File: src/rtl/decompress_block_scheduler.sv
// Hands out block coordinates in raster order to a pool of decompress engines and
// round-robin arbitrates finished blocks onto a single writeback port.
module decompress_block_scheduler #(
  parameter int IMG_ROWS        = 480,
  parameter int IMG_COLS        = 640,
  parameter int LOG2_BLOCK_SIZE = 3,
  parameter int NUM_ENGINES     = 4,
  localparam int NBR = IMG_ROWS >> LOG2_BLOCK_SIZE,
  localparam int NBC = IMG_COLS >> LOG2_BLOCK_SIZE,
  localparam int RW  = (NBR > 1) ? $clog2(NBR) : 1,
  localparam int CW  = (NBC > 1) ? $clog2(NBC) : 1,
  localparam int EW  = (NUM_ENGINES > 1) ? $clog2(NUM_ENGINES) : 1
) (
  input  logic                      clk,
  input  logic                      rst_n,
  input  logic                      start_img,
  output logic [NUM_ENGINES-1:0]    eng_start,
  output logic [NUM_ENGINES*RW-1:0] eng_blk_row,
  output logic [NUM_ENGINES*CW-1:0] eng_blk_col,
  input  logic [NUM_ENGINES-1:0]    eng_done,
  output logic                      wb_valid,
  input  logic                      wb_ready,
  output logic [EW-1:0]             wb_engine,
  output logic [RW-1:0]             wb_blk_row,
  output logic [CW-1:0]             wb_blk_col,
  output logic                      busy,
  output logic                      img_done
);

  localparam int TOTAL = NBR * NBC;
  localparam int TW    = $clog2(TOTAL + 1);

  typedef enum logic [1:0] {S_IDLE, S_DISPATCH, S_DRAIN, S_DONE} state_t;
  typedef enum logic [1:0] {ENG_FREE, ENG_BUSY, ENG_WB_PEND} eng_state_t;

  state_t     state;
  eng_state_t eng_state [NUM_ENGINES];

  logic [RW-1:0] row_cnt;
  logic [CW-1:0] col_cnt;
  logic [TW-1:0] wb_count;
  logic [EW-1:0] rr_ptr;

  logic [NUM_ENGINES-1:0] free_mask;
  logic [NUM_ENGINES-1:0] pend_mask;
  logic [NUM_ENGINES-1:0] cand_mask;
  logic                   hs;
  logic                   last_blk;
  logic                   disp_en;
  logic                   disp_found;
  logic [EW-1:0]          disp_eng;
  logic                   arb_found;
  logic [EW-1:0]          arb_eng;
  logic [EW-1:0]          arb_base;
  logic [EW-1:0]          arb_idx;
  logic [EW-1:0]          rr_next;

  always_comb begin
    free_mask = '0;
    pend_mask = '0;
    for (int e = 0; e < NUM_ENGINES; e++) begin
      free_mask[e] = (eng_state[e] == ENG_FREE);
      pend_mask[e] = (eng_state[e] == ENG_WB_PEND);
    end
  end

  assign hs       = wb_valid && wb_ready;
  assign rr_next  = (int'(wb_engine) == NUM_ENGINES - 1) ? '0 : wb_engine + 1'b1;
  assign last_blk = (row_cnt == RW'(NBR - 1)) && (col_cnt == CW'(NBC - 1));
  // The start-sampling edge already issues block (0,0), giving the one-cycle start latency.
  assign disp_en  = disp_found && ((state == S_IDLE && start_img) || state == S_DISPATCH);

  // Lowest-index engine that is FREE at the start of the cycle.
  always_comb begin
    disp_found = 1'b0;
    disp_eng   = '0;
    for (int e = NUM_ENGINES - 1; e >= 0; e--) begin
      if (free_mask[e]) begin
        disp_found = 1'b1;
        disp_eng   = EW'(e);
      end
    end
  end

  // Round-robin search; on a handshake the departing engine is excluded and the
  // search restarts just past it, so the next grant can be presented back to back.
  always_comb begin
    arb_base  = hs ? rr_next : rr_ptr;
    cand_mask = pend_mask;
    if (hs) cand_mask[wb_engine] = 1'b0;
    arb_found = 1'b0;
    arb_eng   = '0;
    arb_idx   = '0;
    for (int k = NUM_ENGINES - 1; k >= 0; k--) begin
      arb_idx = EW'((int'(arb_base) + k) % NUM_ENGINES);
      if (cand_mask[arb_idx]) begin
        arb_found = 1'b1;
        arb_eng   = arb_idx;
      end
    end
  end

  always_ff @(posedge clk or negedge rst_n) begin
    if (!rst_n) begin
      state       <= S_IDLE;
      for (int e = 0; e < NUM_ENGINES; e++) eng_state[e] <= ENG_FREE;
      row_cnt     <= '0;
      col_cnt     <= '0;
      wb_count    <= '0;
      rr_ptr      <= '0;
      eng_start   <= '0;
      eng_blk_row <= '0;
      eng_blk_col <= '0;
      wb_valid    <= 1'b0;
      wb_engine   <= '0;
      wb_blk_row  <= '0;
      wb_blk_col  <= '0;
      busy        <= 1'b0;
      img_done    <= 1'b0;
    end else begin
      eng_start <= '0;
      img_done  <= 1'b0;

      for (int e = 0; e < NUM_ENGINES; e++) begin
        if (eng_state[e] == ENG_BUSY && eng_done[e]) eng_state[e] <= ENG_WB_PEND;
      end

      if (hs) begin
        eng_state[wb_engine] <= ENG_FREE;
        wb_count             <= wb_count + 1'b1;
        rr_ptr               <= rr_next;
      end

      if (!wb_valid || hs) begin
        wb_valid <= arb_found;
        if (arb_found) begin
          wb_engine  <= arb_eng;
          wb_blk_row <= eng_blk_row[arb_eng*RW +: RW];
          wb_blk_col <= eng_blk_col[arb_eng*CW +: CW];
        end
      end

      case (state)
        S_IDLE: begin
          if (start_img) begin
            state <= S_DISPATCH;
            busy  <= 1'b1;
          end
        end
        S_DISPATCH: ;
        S_DRAIN: begin
          if (hs && wb_count == TW'(TOTAL - 1)) begin
            state    <= S_DONE;
            img_done <= 1'b1;
          end
        end
        S_DONE: begin
          state    <= S_IDLE;
          busy     <= 1'b0;
          wb_count <= '0;
        end
        default: state <= S_IDLE;
      endcase

      if (disp_en) begin
        eng_state[disp_eng]               <= ENG_BUSY;
        eng_start[disp_eng]               <= 1'b1;
        eng_blk_row[disp_eng*RW +: RW]    <= row_cnt;
        eng_blk_col[disp_eng*CW +: CW]    <= col_cnt;
        if (last_blk) begin
          row_cnt <= '0;
          col_cnt <= '0;
          state   <= S_DRAIN;
        end else if (col_cnt == CW'(NBC - 1)) begin
          col_cnt <= '0;
          row_cnt <= row_cnt + 1'b1;
        end else begin
          col_cnt <= col_cnt + 1'b1;
        end
      end
    end
  end

endmodule
File: config.mk
export PLATFORM = sky130hd
export DESIGN_NAME = decompress_block_scheduler
export DESIGN_NICKNAME = d
export VERILOG_FILES = /design/src/rtl/decompress_block_scheduler.sv
export SDC_FILE = /design/constraint.sdc
export NUM_CORES = 1
export LEC_CHECK = 0
export CORE_ASPECT_RATIO = 1.75
export CORE_MARGIN = 5
export CORE_UTILIZATION = 30
export CTS_CLUSTER_SIZE = 14
export DETAILED_ROUTE_END_ITERATION = 12
export PLACE_DENSITY_LB_ADDON = 0.1
export SETUP_SLACK_MARGIN = 0.2
export SLEW_MARGIN = 20
export SYNTH_ARGS = -nofsm -noshare
export SYNTH_HDL_FRONTEND = slang
export SYNTH_SLANG_ARGS = --single-unit
File: constraint.sdc
create_clock -name clk -period 3.25 [get_ports clk]
set_input_delay 0.8125 -clock clk [delete_from_list [all_inputs] [get_ports clk]]
set_output_delay 0.8125 -clock clk [all_outputs]
set_load 0.05 [all_outputs]
==> impl_metrics.tcl <==
set metrics [dict create \
    clk_latency_ns 0.36 \
    mostFrequentLayoutCells "112 x dfrtp_1, 80 x clkdlybuf4s50_1, 71 x nand2_1" \
    drt_pass1_iterations 4 \
    max-cap-violations 0 \
    antenna_cells 0 \
    rows 64 \
    cts_sinks 112 \
    outcome "complete, no violations" \
    synth-seq-cells 112 \
    cts_hold_buf 0 \
    via_count 4273 \
    whs_ns 0.398 \
    finalMaxSlewViolations 0 \
    grtUsageTotal_pct 16.2 \
    r2r_slack_ns 0.51 \
    ys.warnings.count 0 \
    endpoint_kind "register" \
    syn_avg_cell_area_um2 10.5 \
    fin_tns_setup_ns 0 \
    max_clock_freq_ghz 0.359 \
    die_w_um 111 \
    initial_core_util_pct 30.6 \
    die_h_um 187 \
    skew_ns 0.0133 \
    area_delta_synth_final_pct 27.3 \
    cts_htree_levels 3 \
    critPathMaxStageDelay_ns 0.50 \
    fin_nets 620 \
    cts_buffer_depth 2 \
    synthCells 512 \
    grt_first_pass_wirelength_um 26400 \
    min_period_ns 2.79 \
    power_mw 7.61 \
    cp.arrival_ns 3.02 \
    port_buffers 81 \
    slew_headroom_pct 44.2 \
    rsz0062_at_grt "false" \
    finalSetupViolCount 0 \
    timing.final.crit_share_pct 85.8 \
    start_kind "primary input" \
    layout-drive-gt1-share_pct 10.4 \
    synth.cell_area_um2 5380 \
    pwr-share-comb_pct 56.1 \
    critPathMaxFanout 18 \
    clkPwrFrac_pct 14.5 \
    post_cts_resized 0 \
    stdcell_count 836 \
    dp_cells 820 \
    critPathTopFamily "simple AND/OR/NAND/NOR gates" \
    tritoncts "done" \
    finalWirelength_um 16600 \
    cp_slowest_cell "clkdlybuf4s50_1" \
    seq_area_frac_synth_pct 52.1 \
    worstPathCellList "clkdlybuf4s50_1 -> and3_1 -> or3b_4 -> or3_1 -> o221ai_4 -> buf_12 -> mux2i_1 -> o221ai_1" \
    wire_per_inst_um 19.8 \
    r2r-end "eng_blk_row[4]" \
    power.internal_mw 3.92 \
    async_reset_ff_share_pct 100 \
    dieArea_um2 20800 \
    setup_ws_ns 0.461 \
    p_sw_share_pct 48.5 \
    final_common_cell "dfrtp_1" \
    grt_start_max_net_pins 55 \
    finalHoldViolations 0 \
    drc 0 \
    clk_pin_slew_ns 0.09 \
    dp_slack_ns 0.0837 \
    via_per_inst 5.11 \
    reg2reg_depth 8 \
    ir_drop_v 0.000560 \
    io_pins 82 \
    cts_setup_buffers 0 \
    globalplace.congestion 0.811 \
    grt-ovfl-total 0 \
    numCtsBuffers 9 \
    ys_types 54 \
    synth_fp_nets 532 \
    hpwlAfterDp_um 12500 \
    clock-root-buffer "clkbuf_16" \
    p_per_area_nw_per_um2 1110 \
    critical_path_buf_inv_count 2 \
    drt-initial-drc-count 211 \
    hp-class "primary input to asynchronous set/reset pin" \
    antenna_found_initial 0 \
    tightestPinTransition_ns 0.830 \
    p_leak_nw 3.02 \
    grt_pass1_vias 4519 \
    critical_path_class "primary input to register" \
    p_switching_mw 3.70 \
    sequentialPowerShare_pct 29.4 \
    crit_required_ns 3.48 \
    r2r_start "eng_state[0]" \
    core_um2 17600 \
    ant_nets 0 \
    fillCellCount 1799 \
    synth-edff-count 0 \
    yosys_most_used_dff "dfrtp_1" \
]
==> power by group through the flow <==
| stage | logic (mW) | registers [mW] | clock network (mW) |
|---|---|---|---|
| finish | 4.27 | 2.24 | 1.10 |
| global route | 4.61 | 2.31 | 1.19 |
| CTS | 4.30 | 2.25 | 1.14 |
| detailed placement | 4.29 | 2.28 | 0 |
| global placement | 4.24 | 2.28 | 0 |
| floorplan | 2.19 | 2.86 | 0 |
==> cells by family (layout without fill, tap and decap cells) <==
group           count (synthesis)  after routing  synth area share [%]
fa+ha+maj                      12             12                  2.79
mux                            42             42                  8.23
flops                         112            112                  52.1
simple gates                  167            167                  14.7
compound gates                122            122                  16.1
buf+inv                        43            136                  3.83
xor+xnor                       14             14                  2.28
==> flip-flops by register name (all words and copies together), names as in the netlist, 4 cells and up <==
register / count
wb_blk_row: 6
eng_blk_row: 24
wb_count: 13
col_cnt: 7
eng_start: 4
eng_blk_col: 28
eng_state: 8
wb_blk_col: 7
row_cnt: 6
==> Yosys cell counts, types with 9 or more instances <==
cell	n	area [um^2]
a21oi_1	18	90.1
a22o_1	27	236
clkbuf_1	21	78.8
dfrtp_1	112	2800
ha_1	12	150
inv_1	15	56.3
mux2_2	14	158
mux2i_1	27	270
nand2_1	71	267
nand3_1	13	65.1
nor2_1	30	113
nor3_1	11	55.1
o21ai_0	30	150
o221ai_1	14	123
xor2_1	9	78.8
==> layer usage <==
layer | track usage [%] | wire length (um)
met2 | 30.5 | 9250
met3 | 2.98 | 508
met4 | 5.20 | 429
met1 | 18.2 | 6390
met5 | 0 | 0
==> worst max path at each step <==
| stage | start | end | slack, ns | cells after the start |
|---|---|---|---|---|
| global route | wb_ready | wb_blk_col[2] | 0.29 | 9 |
| finish | wb_ready | wb_blk_row[1] | 0.46 | 8 |
| CTS | wb_ready | wb_blk_row[1] | 0.46 | 8 |
| floorplan | wb_engine[0] | wb_blk_col[0] | 0.49 | 10 |
| detailed placement | wb_ready | wb_blk_row[1] | 0.08 | 8 |
| global placement | wb_ready | wb_blk_row[5] | 0.13 | 8 |
==> cell type report <==
type / count / area, um^2 / area share (%)
Clock buffer: 9 / 225 / 3.29
Clock inverter: 7 / 61.3 / 0.895
Inverter: 15 / 56.3 / 0.822
Multi-Input combinational cell: 357 / 2390 / 34.9
Sequential cell: 112 / 2800 / 40.9
Tap cell: 231 / 289 / 4.22
Timing Repair Buffer: 105 / 1030 / 15.0
==> worst reg2reg max path: stages, from the launching register on <==
cell	delay, ns
dfrtp_1	0.42
or2_2	0.32
o32a_1	0.38
ha_1	0.43
nor3_2	0.21
buf_4	0.21
nand2_1	0.08
nor3_1	0.39
a32o_1	0.24
==> stage by stage <==
step | utilization, % | cell area (um^2)
final | 38.9 | 6850
after global routing | 38.9 | 6850
after CTS | 38.9 | 6850
after detailed placement | 37.3 | 6570
after global placement | 37.3 | 6570
after floorplan | - | 5380
Power figures use the tool's default switching activity.
